## src/rtl/c17_pkg.sv

```systemverilog
// Shared types and constants for the registered c17 benchmark wrapper.
package c17_pkg;

  localparam int C17_NUM_IN  = 5;
  localparam int C17_NUM_OUT = 2;
  localparam int C17_LATENCY = 2;

  localparam logic [C17_NUM_IN-1:0]  C17_RST_IN  = 5'b0;
  localparam logic [C17_NUM_OUT-1:0] C17_RST_OUT = 2'b0;

  // Primary inputs, named after the original netlist nets, MSB = N1.
  typedef struct packed {
    logic n1;
    logic n2;
    logic n3;
    logic n6;
    logic n7;
  } c17_in_t;

  // Primary outputs, MSB = N22.
  typedef struct packed {
    logic po0;
    logic po1;
  } c17_out_t;

endpackage

```

## src/rtl/c17_if.sv

```systemverilog
// Pin bundle of the c17 wrapper: five primary inputs, two registered outputs.
interface c17_if;
  logic input_0;
  logic input_1;
  logic input_2;
  logic input_3;
  logic input_4;
  logic po0;
  logic po1;

  // Stimulus side drives vectors and observes results.
  modport master (
    output input_0, input_1, input_2, input_3, input_4,
    input  po0, po1
  );

  // Design side consumes vectors and drives results.
  modport slave (
    input  input_0, input_1, input_2, input_3, input_4,
    output po0, po1
  );
endinterface

```

## src/rtl/c17_comb.sv

```systemverilog
// Combinational ISCAS-85 c17 netlist: six explicit NAND2 instances,
// at most three gate levels from any input to any output.
module c17_comb (
  input  logic N1,
  input  logic N2,
  input  logic N3,
  input  logic N6,
  input  logic N7,
  output logic N22,
  output logic N23
);
  logic w_n10;
  logic w_n11;
  logic w_n16;
  logic w_n19;

  // Level 1
  c17_nand2 u_g10 (.i_a(N1),    .i_b(N3),    .o_y(w_n10));
  c17_nand2 u_g11 (.i_a(N3),    .i_b(N6),    .o_y(w_n11));
  // Level 2
  c17_nand2 u_g16 (.i_a(N2),    .i_b(w_n11), .o_y(w_n16));
  c17_nand2 u_g19 (.i_a(w_n11), .i_b(N7),    .o_y(w_n19));
  // Level 3
  c17_nand2 u_g22 (.i_a(w_n10), .i_b(w_n16), .o_y(N22));
  c17_nand2 u_g23 (.i_a(w_n16), .i_b(w_n19), .o_y(N23));
endmodule

```

## src/rtl/c17_nand2.sv

```systemverilog
// Two-input NAND leaf cell; kept as its own module so every gate of the
// netlist is a distinct instance for fault and benchmark tooling.
module c17_nand2 (
  input  logic i_a,
  input  logic i_b,
  output logic o_y
);
  assign o_y = ~(i_a & i_b);
endmodule

```

## src/rtl/c17_top.sv

```systemverilog
// Registered c17 wrapper: input flops -> NAND netlist -> output flops.
// Two-edge latency, one vector per cycle, synchronous active-high reset.
// Reset values equal the netlist response to all-zero inputs, so the
// pipeline is self-consistent coming out of reset.
module c17_top
  import c17_pkg::*;
(
  input  logic clock,
  input  logic reset,
  c17_if.slave bus
);
  c17_in_t  r_in_q;
  c17_out_t r_out;
  c17_in_t  w_in;
  logic     w_n22;
  logic     w_n23;

  assign w_in = '{n1: bus.input_0, n2: bus.input_1, n3: bus.input_2,
                  n6: bus.input_3, n7: bus.input_4};

  // Stage 1: capture the primary inputs; reset wins over capture.
  always_ff @(posedge clock) begin
    if (reset) r_in_q <= c17_in_t'(C17_RST_IN);
    else       r_in_q <= w_in;
  end

  c17_comb u_comb (
    .N1  (r_in_q.n1),
    .N2  (r_in_q.n2),
    .N3  (r_in_q.n3),
    .N6  (r_in_q.n6),
    .N7  (r_in_q.n7),
    .N22 (w_n22),
    .N23 (w_n23)
  );

  // Stage 2: register the netlist outputs; reset discards in-flight results.
  always_ff @(posedge clock) begin
    if (reset) r_out <= c17_out_t'(C17_RST_OUT);
    else       r_out <= '{po0: w_n22, po1: w_n23};
  end

  assign bus.po0 = r_out.po0;
  assign bus.po1 = r_out.po1;
endmodule

```

## src/flat_wrapper.sv

```systemverilog
// flat-port wrapper written by rule: the top's interface ports become plain ports
module c17_top_flat import c17_pkg::*;
  (clock, reset, bus_input_0, bus_input_1, bus_input_2, bus_input_3, bus_input_4, bus_po0, bus_po1);
  c17_if bus_i ();
  input  logic clock;
  input  logic reset;
  input wire logic [$bits(bus_i.input_0)-1:0] bus_input_0;
  input wire logic [$bits(bus_i.input_1)-1:0] bus_input_1;
  input wire logic [$bits(bus_i.input_2)-1:0] bus_input_2;
  input wire logic [$bits(bus_i.input_3)-1:0] bus_input_3;
  input wire logic [$bits(bus_i.input_4)-1:0] bus_input_4;
  output wire logic [$bits(bus_i.po0)-1:0] bus_po0;
  output wire logic [$bits(bus_i.po1)-1:0] bus_po1;
  assign bus_i.input_0 = bus_input_0;
  assign bus_i.input_1 = bus_input_1;
  assign bus_i.input_2 = bus_input_2;
  assign bus_i.input_3 = bus_input_3;
  assign bus_i.input_4 = bus_input_4;
  assign bus_po0 = bus_i.po0;
  assign bus_po1 = bus_i.po1;
  c17_top u_core (.clock(clock), .reset(reset), .bus(bus_i));
endmodule
```

## config.mk

```make
export PLATFORM = sky130hd
export DESIGN_NAME = c17_top_flat
export DESIGN_NICKNAME = d
export VERILOG_FILES = /design/src/rtl/c17_pkg.sv /design/src/rtl/c17_if.sv /design/src/rtl/c17_comb.sv /design/src/rtl/c17_nand2.sv /design/src/rtl/c17_top.sv /design/src/flat_wrapper.sv
export SDC_FILE = /design/constraint.sdc
export NUM_CORES = 1
export LEC_CHECK = 0
export CORE_AREA = 2 2 39 41
export DETAILED_ROUTE_END_ITERATION = 12
export DIE_AREA = 0 0 41 43
export GPL_TIMING_DRIVEN = 0
export SLEW_MARGIN = 10
export SYNTH_ARGS = -nofsm -noshare
export SYNTH_HDL_FRONTEND = slang
export SYNTH_HIERARCHICAL = 1
export SYNTH_SLANG_ARGS = --single-unit
```

## constraint.sdc

```tcl
create_clock -name clock -period 1.4 [get_ports clock]
set_clock_uncertainty 0.1 [all_clocks]
set_input_delay 0.28 -clock clock [delete_from_list [all_inputs] [get_ports clock]]
set_output_delay 0.28 -clock clock [all_outputs]
set_load 0.05 [all_outputs]
```

* Word level (Yosys, flattened, before mapping)
Cells that the tools add are included.
Word-level totals: output and inout bits 2, flip-flop bits (word level) 7, input bits 7
Cells by class: bitwise operators 12
Operator list (count):
- AND 1 bit | 6
- inverter 1 bit | 6

* Logic depth before layout (Yosys ltp)
Gate-level depths: netlist of the first run.
word-level depth 6, mapped depth 4, gate-level depth less buffers 4

* By module
Netlist of the first run, hierarchy kept.
By module, submodules not included:
- c17_top | sequential area each 140.1 sq um, instances 1, area an instance 183.9 sq um, cells each 14
- c17_nand2 | sequential area each 0.0 sq um, instances 6, area an instance 3.8 sq um, cells each 1

* Worst setup path after synthesis of the first run
No wires, ideal clock.
kind register to output, start register u_core.r_out, in the netlist u_core/bus.po0, end output port bus_po0, stages on the path, launching flop included 1, path slack 0.433 ns, data arrival time 0.587 ns, path through dfxtp_1
RTL lines:
- start: declaration | RTL line c17_top.sv:13 | c17_out_t r_out;
- start signal: assignment | RTL line c17_top.sv:39 | if (reset) r_out <= c17_out_t'(C17_RST_OUT);
- start signal: assignment | RTL line c17_top.sv:40 | else r_out <= '{po0: w_n22, po1: w_n23};
- end: declaration | RTL line flat_wrapper.sv:12 | output wire logic [$bits(bus_i.po0)-1:0] bus_po0;
No word-level cell between the ends.

* Worst setup path after layout of the first run
start register u_core.r_out, in the netlist u_core/bus.po0, end output port bus_po0
No word-level cell between the ends.

==> results.py, run 1 <==
metrics = {
    "critical_path": {
        "slowest_delay_ps": 360,
        "start_kind": "register",
        "cp_data_arrival_time_ps": 910,
        "cpLargestDelayFamily": "buffers and inverters",
        "critPathKind": "register to output port",
        "worstPathRequired_ps": 1020,
        "cp_num_buf_inv": 1,
        "critical_path.max_fanout": 1,
        "worstPathCellList": "clkdlybuf4s15_2",
        "cpMaxStageDelayCell": "clkdlybuf4s15_2",
        "crit_path_end_kind": "output port",
    },
    "route": {
        "drtPass1Iterations": 4,
        "finalWirelength_microns": 277,
        "wire_per_inst_microns": 5.77,
        "final_antenna_net_count": 0,
        "drc": 0,
        "drt-initial-drc-count": 1,
        "vias": 153,
        "via_per_inst": 3.19,
    },
    "timing": {
        "rsz0062_at_grt": "false",
        "fin_ws_ps": 108,
        "finalHoldViolCount": 0,
        "maxSlewViolCount": 0,
        "tightest_slew_ps": 275,
        "relSlewSlack": 0.817,
        "post-route-min-period_ps": 1290,
        "fmax_mhz": 774,
        "setup_viol": 0,
        "fin_crit_sh": 0.923,
    },
    "logic_synthesis": {
        "synth_top_family_by_area": "simple AND/OR/NAND/NOR gates",
        "netlist_instances": 20,
        "synth_xor_area_frac": 0,
        "synth_nets": 27,
        "syn_avg_cell_area_sq_um": 10.3,
        "synth_area_leader_cell": "dfxtp_1",
        "synth_edf_count": 0,
        "async_flop_share": 0,
        "ys_top_cells_by_area": "dfxtp_1, nor2b_1, nand2_1",
        "synth_cell_type_count": 3,
        "ys_top_cells_by_count": "dfxtp_1, nor2b_1, nand2_1",
        "ys_ff_latch": 7,
        "synth_compound_area_frac": 0,
        "synth_fa_ha_area_frac": 0,
        "synthMuxAreaShare": 0,
        "yosysSeqAreaShare": 0.679,
        "synth-simple-area-share": 0.321,
        "yosys_warnings": 6,
        "synth_top_area_frac": 0.679,
        "syn_area_sq_um": 206,
        "synth-main-ff-cell": "dfxtp_1",
    },
    "pwr": {
        "cellPowerDensity_mw_per_mm2": 1310,
        "total_power_mw": 0.439,
        "leakagePower_nw": 0.136,
        "ir_drop_mv": 0.584,
    },
    "cts": {
        "cts_tree": "done",
        "path_clk_slew_ps": 50,
        "clk_path_buf_depth": 2,
        "clock_latency_ps": 250,
        "clkSinkCount": 7,
        "htree_levels": 1,
        "cts_buffers": 3,
        "cts_root_buf": "clkbuf_4",
    },
    "global_routing": {
        "grt_pass1_vias": 141,
        "grt-ovfl-total": 0,
        "grt_max_degree": 8,
        "antenna_found_initial": 0,
        "grt_pass1_wl_microns": 524,
        "grt_usage": 0.0563,
    },
    "status": {
        "status": "finished clean",
    },
    "final_layout": {
        "drive_gt1_frac": 0.156,
        "syn_to_final_growth_pct": 62.4,
        "n_antenna_cell": 0,
        "final_nets": 40,
        "layout.cells.non_filler": 48,
        "design_area_sq_um": 335,
    },
    "place": {
        "portBuffers": 8,
        "place_ws_ps": -58.3,
        "routabilityCongestion": 0.708,
        "placed_cells": 44,
        "placed_area_sq_um": 307,
    },
    "die": {
        "die-area_sq_mm": 0.00176,
        "fp.coreArea_sq_mm": 0.00138,
        "rows": 14,
        "die_height_microns": 43,
        "io_pins": 9,
        "dieWidth_microns": 41,
        "start_util": 0.149,
    },
    "min_path": {
        "holdCritPathClass": "register to register",
    },
    "job": {
        "maxCapViolations": 0,
    },
}
metrics by stage:
step | setup TNS, ps | hold WS, ps | util
floorplan | 0 | 252 | -
global placement | -109 | 411 | 0.222
detailed placement | -112 | 410 | 0.222
CTS | 0 | 420 | 0.242
global route | 0 | 480 | 0.242
finish | 0 | 416 | 0.242
report_power, final:
group          internal [mW]  switching [mW]  total, mW
registers              0.211         0.00290      0.214
logic                 0.0259          0.0206     0.0465
clock network          0.108          0.0704      0.179
tightest hold or removal path, cell delays in order (launching register included):
cell	delay, ps
dfxtp_1	300
nand2_1	40
nand2_1	40
nor2b_1	100
cell usage in the layout (no fill, tap or decap):
cell / n
clkbuf_1: 1
clkbuf_4: 3
clkdlybuf4s15_2: 2
clkdlybuf4s50_1: 6
dfxtp_1: 7
nand2_1: 6
nor2b_1: 7
path summary, 6_finish.rpt:
path                               start                   endpoint  slack [ps]  cells past startpoint
max            u_core/bus.po0$_SDFF_PP0_                    bus_po0         110                      1
min          u_core/r_in_q[0]$_SDFF_PP0_  u_core/bus.po1$_SDFF_PP0_         420                      3
max reg2reg  u_core/r_in_q[2]$_SDFF_PP0_  u_core/bus.po0$_SDFF_PP0_         570                      4
min reg2reg  u_core/r_in_q[0]$_SDFF_PP0_  u_core/bus.po1$_SDFF_PP0_         420                      3
timing repair:
action	in CTS	in global routing
hold buffers	0	0
gates resized for setup	6	0
endpoints found under the setup margin	2	0
setup buffers	0	0
flip-flops by register name, indices dropped and copies added (netlist names):
name	count
u_core/bus.po0	1
u_core/bus.po1	1
u_core/r_in_q	5
metal layers:
layer  up-vias  global-route usage  wire length (microns)
met5         -                   0                      0
met1        59              0.0518                    107
met3         0              0.0785                     44
li1         84                   -                      -
met4         0              0.0600                      0
met2        10              0.0500                    125
cells by family after synthesis:
family / count (synthesis)
flops: 7
simple gates: 13
final cells by class:
type	instances	area, sq um
sequential	7	140
multi-input combinational	13	66.3
clock buffer	4	26.3
timing repair buffer	8	82.6
tap	16	20.0
fill	148	1050
(Power assumes the default switching activity.)
==> inputs of run 2 (changes only) <==
CAP_MARGIN = 10   (was default)
==> results of run 2 <==
The final DEF is identical to that of run 1; final timing and power are the same.
==> inputs of run 3 (changes only) <==
ABC_AREA = 1   (was default)
==> results.py, run 3 <==
metrics = {
    "status": {
        "status": "finished clean",
    },
    "timing": {
        "fin_crit_sh": 0.923,
        "maxSlewViolCount": 0,
        "setup_viol": 0,
        "fin_ws_ps": 107,
        "relSlewSlack": 0.817,
        "finalHoldViolCount": 0,
        "fmax_mhz": 774,
        "tightest_slew_ps": 275,
        "fin_tns_setup_ps": 0,
        "rsz0062_at_grt": "false",
        "post-route-min-period_ps": 1290,
    },
    "pwr": {
        "leakagePower_nw": 0.169,
        "ir_drop_mv": 0.451,
        "cellPowerDensity_mw_per_mm2": 1290,
    },
    "logic_synthesis": {
        "ys_top_cells_by_area": "dfxtp_1, inv_1, nor2_1",
        "syn_avg_cell_area_sq_um": 7.97,
        "synth-main-ff-cell": "dfxtp_1",
        "yosys_warnings": 6,
        "synth_cell_type_count": 4,
        "synth_area_leader_cell": "dfxtp_1",
        "synth_nets": 34,
        "netlist_instances": 27,
        "ys_ff_latch": 7,
        "synth_edf_count": 0,
        "synth-simple-area-share": 0.227,
        "synth_top_area_frac": 0.651,
        "synth_compound_area_frac": 0,
        "synthMuxAreaShare": 0,
        "synth_top_family_by_area": "simple AND/OR/NAND/NOR gates",
        "yosysSeqAreaShare": 0.651,
        "syn_area_sq_um": 215,
        "ys_top_cells_by_count": "dfxtp_1, inv_1, nor2_1",
        "synth_xor_area_frac": 0,
        "synth_fa_ha_area_frac": 0,
        "async_flop_share": 0,
    },
    "route": {
        "drtPass1Iterations": 1,
        "final_antenna_net_count": 0,
        "vias": 174,
        "wire_per_inst_microns": 5.67,
        "finalWirelength_microns": 312,
        "via_per_inst": 3.16,
        "drc": 0,
        "drt-initial-drc-count": 0,
    },
    "place": {
        "routabilityCongestion": 0.669,
        "place_ws_ps": -56.8,
        "portBuffers": 8,
        "hpwlAfterDp_microns": 221,
    },
    "critical_path": {
        "cpMaxStageDelayCell": "clkdlybuf4s15_2",
        "crit_cells": 1,
        "worstPathCellList": "clkdlybuf4s15_2",
        "cp_data_arrival_time_ps": 910,
        "r2r_cells": 5,
        "critPathKind": "register to output port",
        "cp_num_buf_inv": 1,
        "start_kind": "register",
        "worstPathRequired_ps": 1020,
        "critical_path.max_fanout": 1,
        "slowest_delay_ps": 360,
        "cpLargestDelayFamily": "buffers and inverters",
        "crit_path_end_kind": "output port",
    },
    "cts": {
        "clk_path_buf_depth": 2,
        "cts_tree": "done",
        "path_clk_slew_ps": 50,
        "cts_buffers": 3,
        "cts_root_buf": "clkbuf_4",
        "cts_hold_buf": 0,
        "htree_levels": 1,
        "clkSinkCount": 7,
        "clock_latency_ps": 250,
        "post_cts_buffers": 0,
    },
    "die": {
        "die_height_microns": 43,
        "fp.coreArea_sq_mm": 0.00138,
        "io_pins": 9,
        "die-area_sq_mm": 0.00176,
        "dieWidth_microns": 41,
        "rows": 14,
        "start_util": 0.156,
    },
    "min_path": {
        "whs_path_depth": 4,
        "holdCritPathClass": "register to register",
    },
    "global_routing": {
        "grt-ovfl-total": 0,
        "antenna_found_initial": 0,
        "grt_pass1_wl_microns": 531,
        "grt_pass1_vias": 135,
        "grt_usage": 0.0565,
        "grt_max_degree": 8,
    },
    "final_layout": {
        "final_nets": 47,
        "drive_gt1_frac": 0.128,
        "syn_to_final_growth_pct": 59.9,
        "largest_register": "u_core/r_in_q",
        "n_antenna_cell": 0,
        "largest_register_ffs": 5,
        "layout_common_cells": "inv_1, nor2_1, dfxtp_1",
    },
    "job": {
        "maxCapViolations": 0,
    },
}
-- run 3: timing repair --
item,4_1_cts,5_1_grt
endpoints found under the hold margin,0,0
setup endpoints to repair,2,0
gates resized for setup,6,0
-- run 3: worst paths after layout --
check,startpoint,to,slack [ps]
worst max-delay path,u_core/bus.po1$_SDFF_PP0_,bus_po1,110
worst min-delay path,u_core/r_in_q[0]$_SDFF_PP0_,u_core/bus.po1$_SDFF_PP0_,380
worst max register to register,u_core/r_in_q[2]$_SDFF_PP0_,u_core/bus.po1$_SDFF_PP0_,610
worst min register to register,u_core/r_in_q[0]$_SDFF_PP0_,u_core/bus.po1$_SDFF_PP0_,380
-- run 3: cell families after synthesis --
| kind of cell | after synthesis |
|---|---|
| flops | 7 |
| buf+inv | 7 |
| simple gates | 13 |
-- run 3: cell type report --
cell class | instances | area [sq um]
Fill cell | 160 | 1040
Sequential cell | 7 | 140
Timing Repair Buffer | 8 | 82.6
Multi-Input combinational cell | 13 | 48.8
Clock buffer | 4 | 26.3
Inverter | 7 | 26.3
Tap cell | 16 | 20.0
-- run 3: where the power goes --
group	leakage [nW]	internal [mW]	switching, mW
Sequential	0.0582	0.211	0.00275
Combinational	0.0956	0.0245	0.0241
Clock	0.0150	0.109	0.0725
Total	0.169	0.344	0.0993
-- run 3: stage by stage --
stage | cells | hold WS [ps] | util | total power [mW] | cell area, sq um
3_5_place_dp | 51 | 384 | 0.228 | 0.268 | 315
5_1_grt | 55 | 422 | 0.249 | 0.475 | 344
2_1_floorplan | 27 | 251 | - | 0.241 | 215
3_3_place_gp | 51 | 377 | 0.228 | 0.267 | 315
6_report | 55 | 385 | 0.249 | 0.443 | 344
4_1_cts | 55 | 392 | 0.249 | 0.457 | 344
-- run 3: per-layer routing --
metal | up-vias | wire length [microns] | global-route usage
met3 | 0 | 53 | 0.0942
met1 | 65 | 127 | 0.0521
met4 | 0 | 0 | 0.0400
li1 | 98 | - | -
met5 | - | 0 | 0
met2 | 11 | 131 | 0.0500
